--- src/rtl/usb_fifo_defs_pkg.sv ---
// Shared definitions for the FT-series async-245 FIFO link: FSM states,
// default strobe/recovery timings and the width of the strobe pulse counter.
package usb_fifo_defs;

  localparam int RD_PULSE_DEF  = 3;
  localparam int WR_PULSE_DEF  = 3;
  localparam int RECOVER_DEF   = 4;
  localparam int RX_DEPTH_DEF  = 4;
  localparam int SIWU_IDLE_DEF = 64;

  localparam int PCNT_W = 4;
  typedef logic [PCNT_W-1:0] pcnt_t;

  typedef enum logic [2:0] {
    ST_IDLE,
    ST_RD_LOW,
    ST_WR_SETUP,
    ST_WR_LOW,
    ST_WR_HOLD,
    ST_RECOVER
  } state_t;

  typedef enum logic {
    SRV_READ,
    SRV_WRITE
  } served_t;

  // Counters run down to zero, so an N-cycle phase loads N-1.
  function automatic pcnt_t pulse_load(input int cycles);
    return pcnt_t'(cycles - 1);
  endfunction

endpackage

--- src/rtl/usb_fifo_if_byte_fifo.sv ---
// Small 8-bit FIFO with a registered output stage, used as the RX buffer.
// Pointers carry one extra wrap bit so full and empty are distinguishable.
module byte_fifo #(
  parameter int DEPTH = 4
) (
  input  logic       clock,
  input  logic       reset,
  input  logic       push,
  input  logic [7:0] push_data,
  output logic       full,
  output logic [7:0] out_data,
  output logic       out_valid,
  input  logic       out_ready
);

  localparam int AW = $clog2(DEPTH);

  logic [7:0]  mem [DEPTH];
  logic [AW:0] wr_ptr_reg;
  logic [AW:0] rd_ptr_reg;
  logic [AW:0] rd_ptr_next;
  logic        pop;

  assign pop         = out_valid && out_ready;
  assign rd_ptr_next = rd_ptr_reg + {{AW{1'b0}}, pop};
  assign full        = (wr_ptr_reg[AW] != rd_ptr_reg[AW]) &&
                       (wr_ptr_reg[AW-1:0] == rd_ptr_reg[AW-1:0]);

  always_ff @(posedge clock) begin
    if (push && !full)
      mem[wr_ptr_reg[AW-1:0]] <= push_data;
  end

  // Head is re-read every cycle from the post-pop pointer; an entry written
  // on this edge becomes visible one cycle later.
  always_ff @(posedge clock) begin
    out_data <= mem[rd_ptr_next[AW-1:0]];
  end

  always_ff @(posedge clock or posedge reset) begin
    if (reset) begin
      wr_ptr_reg <= '0;
      rd_ptr_reg <= '0;
      out_valid  <= 1'b0;
    end else begin
      if (push && !full)
        wr_ptr_reg <= wr_ptr_reg + 1'b1;
      rd_ptr_reg <= rd_ptr_next;
      out_valid  <= (wr_ptr_reg != rd_ptr_next);
    end
  end

endmodule

--- src/rtl/usb_fifo_if.sv ---
// Host-side byte link to an FT-series USB FIFO in async 245 mode.
// Optional SIWU flush pulse after a write burst goes idle: define USB_FIFO_SIWU_EN.
module usb_fifo_if
  import usb_fifo_defs::*;
#(
  parameter int RD_PULSE  = RD_PULSE_DEF,
  parameter int WR_PULSE  = WR_PULSE_DEF,
  parameter int RECOVER   = RECOVER_DEF,
`ifdef USB_FIFO_SIWU_EN
  parameter int SIWU_IDLE = SIWU_IDLE_DEF,
`endif
  parameter int RX_DEPTH  = RX_DEPTH_DEF
) (
  input  logic       clock,
  input  logic       reset,
  input  logic [7:0] fifo_d_in,
  output logic [7:0] fifo_d_out,
  output logic       fifo_d_oe,
  input  logic       fifo_rxf_n,
  input  logic       fifo_txe_n,
  output logic       fifo_rd_n,
  output logic       fifo_wr_n,
  output logic       fifo_siwu,
  output logic [7:0] rx_data,
  output logic       rx_valid,
  input  logic       rx_ready,
  input  logic [7:0] tx_data,
  input  logic       tx_valid,
  output logic       tx_ready
);

  logic    rxf_meta_reg, rxf_s_reg;
  logic    txe_meta_reg, txe_s_reg;
  state_t  state_reg;
  pcnt_t   cnt_reg;
  served_t last_reg;
  logic    rd_n_reg, wr_n_reg, d_oe_reg;
  logic [7:0] d_out_reg;
  logic [7:0] hold_reg;
  logic    hold_full_reg;
  logic    rx_full, rx_push, rd_ok, wr_ok;

  always_ff @(posedge clock or posedge reset) begin
    if (reset) begin
      rxf_meta_reg <= 1'b1;
      rxf_s_reg    <= 1'b1;
      txe_meta_reg <= 1'b1;
      txe_s_reg    <= 1'b1;
    end else begin
      rxf_meta_reg <= fifo_rxf_n;
      rxf_s_reg    <= rxf_meta_reg;
      txe_meta_reg <= fifo_txe_n;
      txe_s_reg    <= txe_meta_reg;
    end
  end

  assign rd_ok   = !rxf_s_reg && !rx_full;
  assign wr_ok   = !txe_s_reg && hold_full_reg;
  // The pad byte is captured on the edge that ends the last low cycle.
  assign rx_push = (state_reg == ST_RD_LOW) && (cnt_reg == '0);

  always_ff @(posedge clock or posedge reset) begin
    if (reset) begin
      state_reg     <= ST_IDLE;
      cnt_reg       <= '0;
      last_reg      <= SRV_WRITE;
      rd_n_reg      <= 1'b1;
      wr_n_reg      <= 1'b1;
      d_oe_reg      <= 1'b0;
      d_out_reg     <= 8'h00;
      hold_reg      <= 8'h00;
      hold_full_reg <= 1'b0;
    end else begin
      if (tx_valid && !hold_full_reg) begin
        hold_reg      <= tx_data;
        hold_full_reg <= 1'b1;
      end
      case (state_reg)
        ST_IDLE: begin
          // With both sides ready, alternate so neither direction starves.
          if (rd_ok && (!wr_ok || last_reg == SRV_WRITE)) begin
            state_reg <= ST_RD_LOW;
            rd_n_reg  <= 1'b0;
            cnt_reg   <= pulse_load(RD_PULSE);
            last_reg  <= SRV_READ;
          end else if (wr_ok) begin
            state_reg <= ST_WR_SETUP;
            d_oe_reg  <= 1'b1;
            d_out_reg <= hold_reg;
            last_reg  <= SRV_WRITE;
          end
        end
        ST_RD_LOW: begin
          if (cnt_reg == '0) begin
            rd_n_reg  <= 1'b1;
            state_reg <= ST_RECOVER;
            cnt_reg   <= pulse_load(RECOVER);
          end else begin
            cnt_reg <= cnt_reg - 1'b1;
          end
        end
        ST_WR_SETUP: begin
          wr_n_reg  <= 1'b0;
          cnt_reg   <= pulse_load(WR_PULSE);
          state_reg <= ST_WR_LOW;
        end
        ST_WR_LOW: begin
          if (cnt_reg == '0) begin
            wr_n_reg  <= 1'b1;
            state_reg <= ST_WR_HOLD;
          end else begin
            cnt_reg <= cnt_reg - 1'b1;
          end
        end
        ST_WR_HOLD: begin
          d_oe_reg      <= 1'b0;
          hold_full_reg <= 1'b0;
          state_reg     <= ST_RECOVER;
          cnt_reg       <= pulse_load(RECOVER);
        end
        ST_RECOVER: begin
          if (cnt_reg == '0)
            state_reg <= ST_IDLE;
          else
            cnt_reg <= cnt_reg - 1'b1;
        end
        default: state_reg <= ST_IDLE;
      endcase
    end
  end

  assign fifo_rd_n  = rd_n_reg;
  assign fifo_wr_n  = wr_n_reg;
  assign fifo_d_oe  = d_oe_reg;
  assign fifo_d_out = d_out_reg;
  assign tx_ready   = !hold_full_reg;

  byte_fifo #(.DEPTH(RX_DEPTH)) u_rx_fifo (
    .clock     (clock),
    .reset     (reset),
    .push      (rx_push),
    .push_data (fifo_d_in),
    .full      (rx_full),
    .out_data  (rx_data),
    .out_valid (rx_valid),
    .out_ready (rx_ready)
  );

`ifdef USB_FIFO_SIWU_EN
  localparam int IW = $clog2(SIWU_IDLE + 1);

  logic [IW-1:0] idle_cnt_reg;
  logic          siwu_armed_reg;
  logic          siwu_reg;
  pcnt_t         siwu_cnt_reg;

  // Armed by each completed write, fired once when the link stays quiet.
  always_ff @(posedge clock or posedge reset) begin
    if (reset) begin
      idle_cnt_reg   <= '0;
      siwu_armed_reg <= 1'b0;
      siwu_reg       <= 1'b1;
      siwu_cnt_reg   <= '0;
    end else begin
      if (!siwu_reg) begin
        if (siwu_cnt_reg == '0)
          siwu_reg <= 1'b1;
        else
          siwu_cnt_reg <= siwu_cnt_reg - 1'b1;
      end
      if (state_reg == ST_WR_HOLD) begin
        siwu_armed_reg <= 1'b1;
        idle_cnt_reg   <= '0;
      end else if (tx_valid || hold_full_reg) begin
        idle_cnt_reg <= '0;
      end else if (siwu_armed_reg && idle_cnt_reg != IW'(SIWU_IDLE)) begin
        idle_cnt_reg <= idle_cnt_reg + 1'b1;
      end else if (siwu_armed_reg && state_reg == ST_IDLE && siwu_reg) begin
        siwu_reg       <= 1'b0;
        siwu_cnt_reg   <= pulse_load(WR_PULSE);
        siwu_armed_reg <= 1'b0;
      end
    end
  end

  assign fifo_siwu = siwu_reg;
`else
  assign fifo_siwu = 1'b1;
`endif

endmodule
--- config.mk ---
export PLATFORM = sky130hd
export DESIGN_NAME = usb_fifo_if
export DESIGN_NICKNAME = d
export VERILOG_FILES = /design/src/rtl/usb_fifo_defs_pkg.sv /design/src/rtl/usb_fifo_if_byte_fifo.sv /design/src/rtl/usb_fifo_if.sv
export SDC_FILE = /design/constraint.sdc
export NUM_CORES = 1
export LEC_CHECK = 0
export CORE_MARGIN = 4
export CORE_UTILIZATION = 42
export DETAILED_ROUTE_END_ITERATION = 6
export HOLD_SLACK_MARGIN = 0.06
export PLACE_DENSITY_LB_ADDON = 0.12
export SETUP_SLACK_MARGIN = 0.5
export SYNTH_ARGS = -nofsm -noshare
export SYNTH_HDL_FRONTEND = slang
export SYNTH_SLANG_ARGS = --single-unit
--- constraint.sdc ---
create_clock -name clock -period 5.25 [get_ports clock]
set_input_delay 1.05 -clock clock [delete_from_list [all_inputs] [get_ports clock]]
set_output_delay 1.05 -clock clock [all_outputs]
set_load 0.05 [all_outputs]
; Word-level counts from Yosys, hierarchy flattened
; Memories as Yosys holds them, arrays and structs flattened. A register that Yosys moved wholly into a read port is not among the register bits.
; Index checks and enable logic that the tools add are counted.
[totals]
register_bits = 39
ramBits = 32
in_bits = 22
out_inout_bits = 22
wordCells = 89
n_memories = 1
[mem_list]
columns = name, words, width, read_ports, rd_clocked_by_memory_dff, write_ports, line_no
row1 = u_rx_fifo.mem, 4, 8, 1, 1, 1, usb_fifo_if_byte_fifo.sv:18  ; logic [7:0] mem [DEPTH];
[classes]
n_addsub = 3
eq_ne = 16
n_mux = 22
n_bitwise = 1
n_reduce_logical = 30
[ops]
columns = op, count
row1 = 4-bit one-hot mux with 5 select lines, 1
row2 = 3-bit one-hot mux with 6 select lines, 1
row3 = 3-bit two-way mux, 5
row4 = 4-bit two-way mux, 3
row5 = "2-bit != test, second input constant", 6
row6 = 3-bit AND reduction, 4
row7 = 2-bit nonzero test, 5
row8 = 1-bit two-way mux, 9
row9 = 1-bit logical AND, 8
row10 = "3-bit by 2-bit == test with 1-bit output, second input constant", 2
row11 = "3-bit == test, second input constant", 2
row12 = 1-bit one-hot mux with 2 select lines, 3
row13 = 1-bit zero test, 5
row14 = 5-bit nonzero test, 1
row15 = 4-bit zero test, 1
row16 = 2-bit AND reduction, 2
row17 = 4-bit AND reduction, 1
row18 = "4-bit by 1-bit subtractor with 4-bit output, second input constant", 1
row19 = 3-bit by 1-bit adder with 3-bit output, 1
row20 = "3-bit by 1-bit adder with 3-bit output, second input constant", 1
row21 = "3-bit by 1-bit == test with 1-bit output, second input constant", 1
row22 = 3-bit zero test, 1
row23 = 3-bit != test, 1
row24 = "3-bit != test, second input constant", 1
row25 = other kinds (6), 6

; Depth between registers and ports, before layout
[logic_depth]
ltp_word = 7
ltp_mapped = 6
ltp_nobuf = 6

; Cells and area by module
; Synthesis repeated with hierarchy kept, for this count alone.
[hier_totals]
cells_unflattened = 203
area_unflattened_um2 = 3223.1
[by_module_without_submodules]
columns = mod, n_inst, cells_per_inst, area_each_um2, seq_area_each_um2
row1 = byte_fifo, 1, 91, 1805.5, 1296.2
row2 = usb_fifo_if, 1, 112, 1417.6, 809.5

; Worst setup path after synthesis
; Ideal clock, no wire load.
[synth_path]
path_type = input to register
startpoint = in rx_ready
endpoint = reg u_rx_fifo.out_data[0] (read register of u_rx_fifo.mem)
setup_ns = 0.134
arrival_time_ns = 2.462
t_required_ns = 5.116
setup_slack_ns = 2.654
cell_stages = 4
n_path_buf = 1
cell_sequence = and2_1 -> ha_1 -> clkbuf_1 -> mux4_2
[synth_via]
elab_chain_cells = 2
[synth_lines]
columns = element, line_no
row1 = "start, declared", usb_fifo_if.sv:26  ; input logic rx_ready,
row2 = 1-bit logical AND, usb_fifo_if_byte_fifo.sv:24  ; assign pop = out_valid && out_ready;
row3 = 3-bit by 1-bit adder with 3-bit output, usb_fifo_if_byte_fifo.sv:25  ; assign rd_ptr_next = rd_ptr_reg + {{AW{1'b0}}, pop};
row4 = via u_rx_fifo.rd_ptr_next[0], usb_fifo_if_byte_fifo.sv:21  ; logic [AW:0] rd_ptr_next;
row5 = "end, declared", usb_fifo_if_byte_fifo.sv:11  ; output logic [7:0] out_data,
; The timed path passes the listed nets, and every way through them passes these cells.
; A chain may end at the register's enable or synchronous reset.

; Final worst setup path
[layout_path]
startpoint = reg rd_n_reg (netlist: fifo_rd_n)
endpoint = out fifo_rd_n
[layout_rtl]
columns = element, line_no
row1 = "start, declared", usb_fifo_if.sv:37  ; logic rd_n_reg, wr_n_reg, d_oe_reg;
row2 = "start signal, assigned", usb_fifo_if.sv:67  ; rd_n_reg <= 1'b1;
row3 = "start signal, assigned", usb_fifo_if.sv:83  ; rd_n_reg <= 1'b0;
row4 = "start signal, assigned", usb_fifo_if.sv:95  ; rd_n_reg <= 1'b1;
row5 = "end, declared", usb_fifo_if.sv:21  ; output logic fifo_rd_n,
; No word-level cell between the ends.

==> flow_summary.ini <==
[pwr]
vdd_drop_max_mv = 0.254
power_leakage_nw = 1.49
power_mw = 2.44
power_density_nw_per_um2 = 629

[timing]
setup_viol = 0
drv_slew = 0
hold_violations = 0
fin_tns_setup_ps = 0
tightest_slew_ps = 742
slew_headroom_pct = 50.4
skew_ps = 9.94
min_period_ps = 2720
fmax_mhz = 367
min_period_over_period_pct = 51.9
rsz0062_at_grt = false

[setup_path]
r2r_slack_ps = 2980
critPathCaptureType = output port
crit_type = reg2out
critPathSlowestCell = clkdlybuf4s50_1
crit_fanout = 2
cp.arrival_ps = 1670
rr_endpoint = u_rx_fifo.mem[1][3]$_DFFE_PP_
slowest_delay_ps = 800
path_cells = clkdlybuf4s50_1
worstPathRequired_ps = 4200
path_buf_inv = 1
r2r-start = cnt_reg[0]$_DFFE_PP0P_
r2r_cells = 5
path_delay_family = buffers and inverters
crit_path_start_kind = flop

[routing]
wl_per_cell_microns = 15.1
ant_nets = 0
drt_wl_total_microns = 5290
first_iter_violations = 30
via_per_inst = 4.90
vias = 1720
first_pass_iters = 4
drc = 0

[clock_network]
cts.sinks = 79
cts_setup_buffers = 0
cts_resized = 0
path_clk_slew_ps = 70
cts_buffers = 9
clock_path_buffers = 2
clock_latency_ps = 340
cts_hold_buf = 0
root_buffer = clkbuf_8
cts_tree = yes
h-tree-depth = 3

[placed_design]
dp_hpwl_microns = 3610
gp_congestion = 0.804
portBuffers = 42

[global_routing]
grt_pass1_vias = 1777
grt_pass1_wl_microns = 8790
grt_usage_pct = 13.2
grt-ovfl-total = 0
grt_max_degree = 40
antenna_found_initial = 0

[synth]
synth_seq_cells = 79
syn_area_per_cell_sq_um = 15.7
ys_warn_count = 0
postSynthCellCount = 200
synthTopCellsByCount = dfrtp_1 (32), edfxtp_1 (32), mux2_2 (17), inv_1 (10)
yosysTopAreaCell = edfxtp_1
ys_async_sr_fraction_pct = 49.4
yosysTopAreaCellShare_pct = 30.5
synth_edf_count = 32
synth.net_count = 230
yosysSeqAreaShare_pct = 66.9
synth_area_sq_um = 3150
dominantRegCellSynth = edfxtp_1
synthTopCellsByArea = edfxtp_1 (31%), dfrtp_1 (25%), mux2_2 (6.1%)
netlist-cell-type-count = 44

[min_path]
hold_class = reg2reg
hold_depth = 0
hp-start = rxf_meta_reg$_DFF_PP1_
worstHoldEndpoint = rxf_s_reg$_DFF_PP1_

[run]
max_cap_viol_count = 0

[floorplanning]
row_count = 31
coreArea_sq_um = 7250
die_y_microns = 94.6
dieArea_sq_um = 8940
start_util_pct = 43.4
io_pins = 44
die_w_microns = 94.6

[final_layout]
drive_gt1_share_pct = 21.4
finish.net_count = 277
area_growth_pct = 23.3
num_antenna_cells = 0
largest_reg_flops = 32

[outcome]
status = finished, final reports clean
[how the worst max path moves through the flow]
stage                           from                       endpoint  slack [ps]  cells after the start
2_1_floorplan               rx_ready  u_rx_fifo.out_data[0]$_DFF_P_        2650                      4
3_3_place_gp                rx_ready  u_rx_fifo.out_data[0]$_DFF_P_        2270                      4
3_5_place_dp                rx_ready  u_rx_fifo.out_data[2]$_DFF_P_        2250                      4
4_1_cts        fifo_rd_n$_DFFE_PP1P_                      fifo_rd_n        2510                      1
5_1_grt        fifo_rd_n$_DFFE_PP1P_                      fifo_rd_n        2460                      1
6_report       fifo_rd_n$_DFFE_PP1P_                      fifo_rd_n        2530                      1
[placed cells by master, fill, tap and decap left out, drive strengths merged, types with 2 or more instances in the layout]
cell / instances
clkdlybuf4s50: 42
dfrtp: 32
edfxtp: 32
mux2: 17
inv: 10
clkbuf: 9
mux4: 8
ha: 8
dfxtp: 8
xnor2: 7
o21ai: 7
dfstp: 7
nand2: 6
xor2: 5
and2: 5
nor2: 3
nand3: 3
a21oi: 3
o211ai: 3
nand4: 3
clkinv: 3
nand2b: 2
nor3b: 2
nor2b: 2
bufinv: 2
clkinvlp: 2
or3: 2
nor3: 2
[area by class of cell]
cell class,instances,area [sq um]
sequential,79,2110
timing repair buffer,43,428
inverter,10,37.5
multi-input combinational,104,973
fill,637,3370
tap,99,124
clock inverter,7,87.6
clock buffer,9,124
[where the power goes]
part | leakage, nW | total [mW] | switching [mW] | internal, mW
combinational | 0.574 | 0.993 | 0.560 | 0.433
sequential | 0.811 | 0.970 | 0.135 | 0.835
clock | 0.100 | 0.480 | 0.216 | 0.264
[stage by stage]
stage / cell area, sq um / setup slack (ps) / cells / hold WS [ps] / util (%)
finish: 3880 / 2530 / 351 / 357 / 53.5
global route: 3880 / 2460 / 351 / 371 / 53.5
CTS: 3880 / 2510 / 351 / 358 / 53.5
detailed placement: 3670 / 2250 / 335 / 347 / 50.6
global placement: 3670 / 2270 / 335 / 347 / 50.6
floorplan: 3150 / 2650 / 200 / 345 / -
[logic make-up (layout without fill, tap and decap cells)]
| logic type | Yosys count | count (layout) | share of synthesized area, % |
|---|---|---|---|
| AND/OR/NAND/NOR | 35 | 35 | 6.88 |
| other | 1 | 1 | 0.119 |
| buffers and inverters | 17 | 69 | 2.15 |
| AO/OA/AOI/OAI | 23 | 23 | 5.61 |
| multiplexers | 25 | 25 | 11.8 |
| XOR/XNOR | 12 | 12 | 3.34 |
| flip-flops | 79 | 79 | 66.9 |
| adder cells (fa/ha/maj) | 8 | 8 | 3.18 |
[worst reg2reg max path: stages, from the launching register on]
cell and delay, ps:
dfrtp_1 380, inv_1 110, ha_1 190, nand4bb_1 200, a311oi_2 520, and2_1 510
[metal layers]
metal | GRT usage, % | vias to the layer above | part of all wire (%)
met5 | 0 | - | 0
met4 | 5.05 | 0 | 0.95
met3 | 4.30 | 7 | 4.5
met2 | 20.9 | 29 | 49
met1 | 16.9 | 862 | 46
li1 | - | 822 | -
(Power assumes the default switching activity.)
